==> config.mk <==
export PLATFORM = sky130hd
export DESIGN_NAME = prio_encoder_n
export DESIGN_NICKNAME = d
export VERILOG_FILES = /design/src/rtl/prio_encoder_n_pkg.sv /design/src/rtl/prio_encoder_n_scan.sv /design/src/rtl/prio_encoder_n.sv
export SDC_FILE = /design/constraint.sdc
export NUM_CORES = 1
export LEC_CHECK = 0
export BUFFER_PORTS_ARGS = -buffer_cell sky130_fd_sc_hd__buf_2
export CAP_MARGIN = 10
export CORE_MARGIN = 2
export CORE_UTILIZATION = 55
export CTS_BUF_LIST = sky130_fd_sc_hd__clkbuf_4 sky130_fd_sc_hd__clkbuf_8
export CTS_CLUSTER_DIAMETER = 50
export CTS_CLUSTER_SIZE = 40
export DETAILED_ROUTE_END_ITERATION = 12
export PLACE_DENSITY_LB_ADDON = 0.15
export SLEW_MARGIN = 20
export SYNTH_ARGS = -nofsm -noshare
export SYNTH_HDL_FRONTEND = slang
export SYNTH_SLANG_ARGS = --single-unit
==> constraint.sdc <==
create_clock -name clk -period 3.4 [get_ports clk]
set_input_delay 0.17 -clock clk [delete_from_list [all_inputs] [get_ports clk]]
set_output_delay 0.17 -clock clk [all_outputs]
set_load 0.005 [all_outputs]
==> src/rtl/prio_encoder_n_pkg.sv <==
// Shared helpers for the N-input priority encoder: index-width derivation
// and multi-hot detection.
package prio_encoder_n_pkg;

   localparam int unsigned MAX_N = 1024;

   function automatic int unsigned clog2(input int unsigned n);
      int unsigned r;
      r = 0;
      for (int unsigned i = 0; i < 31; i++) begin
         if ((32'd1 << i) < n) r = i + 1;
      end
      return (r == 0) ? 1 : r;
   endfunction

   // Clearing the lowest set bit leaves something only when two or more bits were set.
   function automatic logic multi_hot(input logic [MAX_N-1:0] v);
      return |(v & (v - {{(MAX_N-1){1'b0}}, 1'b1}));
   endfunction

endpackage

==> src/rtl/prio_encoder_n_scan.sv <==
// Combinational wrapping priority search: starts at 'start' and walks upward
// (dir=0) or downward (dir=1) around the vector, reporting the first set bit.
module prio_scan #(
   parameter int unsigned N = 8,
   parameter int unsigned W = 3
) (
   input  logic [N-1:0] vec,
   input  logic [W-1:0] start,
   input  logic         dir,
   output logic [W-1:0] idx,
   output logic         found
);

   logic [N-1:0]   src;
   logic [2*N-1:0] rot;
   logic [W-1:0]   st;
   int unsigned    j;
   int unsigned    pos;

   // A downward search is an upward search over the bit-reversed vector.
   always_comb begin
      src   = vec;
      st    = start;
      found = 1'b0;
      j     = 0;
      if (dir) begin
         for (int unsigned i = 0; i < N; i++) src[i] = vec[N-1-i];
         st = W'(N - 1 - 32'(start));
      end
      rot = {src, src} >> st;
      for (int unsigned i = 0; i < N; i++) begin
         if (rot[i] && !found) begin
            found = 1'b1;
            j     = i;
         end
      end
      pos = (32'(st) + j) % N;
      idx = dir ? W'(N - 1 - pos) : W'(pos);
      if (!found) idx = '0;
   end

endmodule

==> src/rtl/prio_encoder_n.sv <==
// Registered N-input priority encoder with valid/ready handshake, zero/multi-hot
// flags and saturating multi-hot counter. PRIO_ENCODER_ROUND_ROBIN_EN selects rotating priority.
module prio_encoder_n
   import prio_encoder_n_pkg::*;
#(
   parameter int unsigned N         = 8,
   parameter int unsigned MSB_FIRST = 1,
   parameter int unsigned CNT_W     = 8,
   localparam int unsigned W        = clog2(N)
) (
   input  logic             clk,
   input  logic             rst,
   input  logic             in_valid,
   output logic             in_ready,
   input  logic [N-1:0]     w,
   output logic             out_valid,
   input  logic             out_ready,
   output logic [W-1:0]     y,
   output logic             out_zero,
   output logic             out_multi,
   output logic [CNT_W-1:0] err_cnt,
   input  logic             err_clr
);

   logic         cap;
   logic         multi;
   logic         found;
   logic [W-1:0] win;
   logic [W-1:0] start;
   logic         dir;

   assign in_ready = !out_valid || out_ready;
   assign cap      = in_valid && in_ready;
   assign multi    = multi_hot({{(MAX_N-N){1'b0}}, w});

`ifdef PRIO_ENCODER_ROUND_ROBIN_EN
   logic [W-1:0] ptr;

   assign start = ptr;
   assign dir   = 1'b0;

   always_ff @(posedge clk or posedge rst) begin
      if (rst) begin
         ptr <= '0;
      end else if (cap && found) begin
         ptr <= (win == W'(N - 1)) ? '0 : win + 1'b1;
      end
   end
`else
   assign start = (MSB_FIRST != 0) ? W'(N - 1) : '0;
   assign dir   = (MSB_FIRST != 0);
`endif

   prio_scan #(.N(N), .W(W)) u_scan (
      .vec   (w),
      .start (start),
      .dir   (dir),
      .idx   (win),
      .found (found)
   );

   always_ff @(posedge clk or posedge rst) begin
      if (rst) begin
         out_valid <= 1'b0;
         y         <= '0;
         out_zero  <= 1'b0;
         out_multi <= 1'b0;
      end else if (cap) begin
         out_valid <= 1'b1;
         y         <= win;
         out_zero  <= !found;
         out_multi <= multi;
      end else if (out_ready) begin
         out_valid <= 1'b0;
      end
   end

   always_ff @(posedge clk or posedge rst) begin
      if (rst) begin
         err_cnt <= '0;
      end else if (err_clr) begin
         err_cnt <= '0;
      end else if (cap && multi && (err_cnt != '1)) begin
         err_cnt <= err_cnt + 1'b1;
      end
   end

endmodule

==> run_results.csv <==
group,metric,value,unit
status,status,"finished clean",
timing,setup_slack,1.561,ns
timing,slew_viol_final,0,
layout,antennaDiodeCount,0,
clock_tree,hold_buffers,1,
critical_path,cpLargestDelayFamily,"simple AND/OR/NAND/NOR gates",
timing,slew_headroom,63.85,%
power,vdd_drop_max,0.0002341,V
clock_tree,root_buffer,"clkbuf_4",
grt,use_met1,30.89,%
timing,setup_viol,0,
power,powerDensity,345.3,nW/µm²
grt,grt_max_degree,15,
critical_path,crit_arrival,2.01,ns
critical_path,path_cells,"ha_1, and4_1, nand2_1, nor4b_1, mux2_1",
clock_tree,cts.sinks,14,
grt,use_met2,36.12,%
yosys,synth_nets,107,
layout,syn_to_final_growth,22.79,%
grt,grt_pass1_wl,3098,µm
yosys,synth-async-reset-ratio,100.0,%
routing,remaining_drc_errors,0,
critical_path,start_kind,"flop",
yosys,synth_edf_count,0,
power,p_total,0.0003608,W
clock_tree,clk_pin_slew_worst_paths,0.09,ns
layout,final_area,1045,µm²
clock_tree,ctsResizeCount,0,
clock_tree,postCtsSetupRepairBufs,0,
power,leakage,0.4886,nW
grt,grt_overflow_total,0,
routing,wire_per_inst,13.48,µm
floorplan,die_y,43.33,µm
floorplan,die_w,43.33,µm
grt,grt.total_usage,22.73,%
timing,skew,0.003898,ns
layout,drive_gt1_share,28.46,%
yosys,yosys_warnings,0,
clock_tree,cts_buffers,3,
critical_path,slowest_delay,0.45,ns
critical_path,cp_num_buf_inv,0,
yosys,synth_cell_type_count,36,
timing,worst_pin_slew,0.5417,ns
floorplan,initial_core_util,57.82,%
yosys,syn_area,850.8,µm²
yosys,ys.flop_type,"dfrtp_1",
timing,period_minus_slack,1.840,ns
routing,vias_per_cell,5.820,
floorplan,io_pins,28,
timing,tns,0,ns
grt,use_met3,2.917,%
timing,rsz0062_at_grt,"false",
clock_tree,clockBufferDepth,2,
placed_design,dpl_cell_area,998.5,µm²
grt,busiest_layer,"met2",
floorplan,die_area,1877,µm²
yosys,synth-seq-cells,14,
flow_run,max_cap_viol_count,0,
critical_path,crit_required,3.57,ns
clock_tree,clk_latency,0.28,ns
floorplan,fp-row-count,14,
critical_path,r2r_slack,1.56,ns
critical_path,cp-end-kind,"flop",
yosys,netlist_instances,93,
layout,fin_nets,138,
critical_path,crit_type,"flop to flop",
placed_design,io_buffers,27,
placed_design,dp_hpwl,1415,µm
grt,grt_antenna_before_repair,0,
critical_path,cp_slowest_cell,"dfrtp_1",
timing,fmax,543.6,MHz
hold_path,hold_class,"primary input to flop",
routing,num_vias,809,
grt,grt_pass1_vias,688,
yosys,synth.avg_cell_area,9.149,µm²
placed_design,pre_cts_ws,1.542,ns
routing,dr.pass1.iters,6,
routing,drt-initial-drc-count,10,
clock_tree,cts_tree,"built",
routing,postRouteAntennaNets,0,
timing,fin_crit_sh,54.10,%
placed_design,gp_congestion,0.7816,
clock_tree,htreeDepth,1,
routing,totalWireLength,1874,µm
critical_path,critPathMaxFanout,7,
timing,hold_viol,0,
yosys,seq_area_frac_synth,41.18,%
layout,fill_cells,130,
floorplan,core_area,1471,µm²
[cell families after synthesis]
group | after synthesis | synth area share (%)
AO/OA/AOI/OAI | 23 | 20.15
multiplexers | 5 | 7.353
adder cells (fa/ha/maj) | 1 | 1.470
flip-flops | 14 | 41.18
buffers and inverters | 6 | 2.647
AND/OR/NAND/NOR | 44 | 27.21
[area by class of cell]
| class | count | area, µm² | share of cell area (%) |
|---|---|---|---|
| Clock buffer | 4 | 36.28 | 3.473 |
| Inverter | 4 | 15.01 | 1.437 |
| Multi-Input combinational cell | 73 | 478.0 | 45.75 |
| Sequential cell | 14 | 350.3 | 33.53 |
| Tap cell | 16 | 20.02 | 1.916 |
| Timing Repair Buffer | 28 | 145.1 | 13.89 |
[power by group]
group,internal (W),total (W),switching [W]
combinational,0.0000254,0.0000569,0.0000315
sequential,0.000174,0.000180,0.00000586
clock,0.0000651,0.000124,0.0000586
[state kept, by name (all words and copies together) (netlist names)]
signal,count
out_valid,1
y,3
out_zero,1
err_cnt,8
out_multi,1
[Yosys cell counts, types with 2 or more instances]
library cell	instances	share of area, %
dfrtp_1	14	41
nor2_1	10	4.4
nand2_1	8	3.5
a21oi_1	5	2.9
nand3_1	5	2.9
inv_1	4	1.8
nand2b_1	4	2.9
nor2b_1	4	2.9
or3_1	3	2.2
a211oi_1	2	1.8
clkbuf_1	2	0.88
mux2_1	2	2.6
mux2_4	2	3.5
o21a_1	2	1.8
o21ai_0	2	1.2
o22ai_1	2	1.5
o31ai_1	2	1.8
or4_1	2	1.8
[metrics by stage]
| step | hold slack [ns] | instances | util (%) |
|---|---|---|---|
| 2_1_floorplan | 0.05922 | 93 | - |
| 3_3_place_gp | 0.2330 | 134 | 67.86 |
| 3_5_place_dp | 0.2413 | 134 | 67.86 |
| 4_1_cts | 0.09698 | 139 | 71.00 |
| 5_1_grt | 0.1027 | 139 | 71.00 |
| 6_report | 0.09736 | 139 | 71.00 |
[worst paths after layout]
kind	cells past startpoint	from	end
worst min-delay path	2	in_valid	out_valid
min in group asynchronous	3	rst	err_cnt[7]
worst min register to register	2	y[0]	y[0]
max in group asynchronous	3	rst	y[0]
worst max register to register	5	err_cnt[0]	err_cnt[5]
worst max-delay path	5	err_cnt[0]	err_cnt[5]
[cells in the final DEF (no fill, tap or decap), drive strengths merged, types with 2 or more instances in the layout]
master and count:
a211oi 2, a21oi 5, buf 27, clkbuf 4, dfrtp 14, inv 4
mux2 4, nand2 8, nand2b 4, nand3 5, nor2 10, nor2b 4
o21a 2, o21ai 3, o22ai 2, o31ai 2, or3 3, or4 2
[metal layers]
layer | wire (µm) | part of all wire, % | vias to the layer above
met5 | 0 | 0 | -
met4 | 29 | 1.5 | 0
met3 | 87 | 4.6 | 4
met2 | 885 | 47 | 23
met1 | 871 | 46 | 375
li1 | - | - | 407
Note: power is estimated with default switching activity, not from simulation.
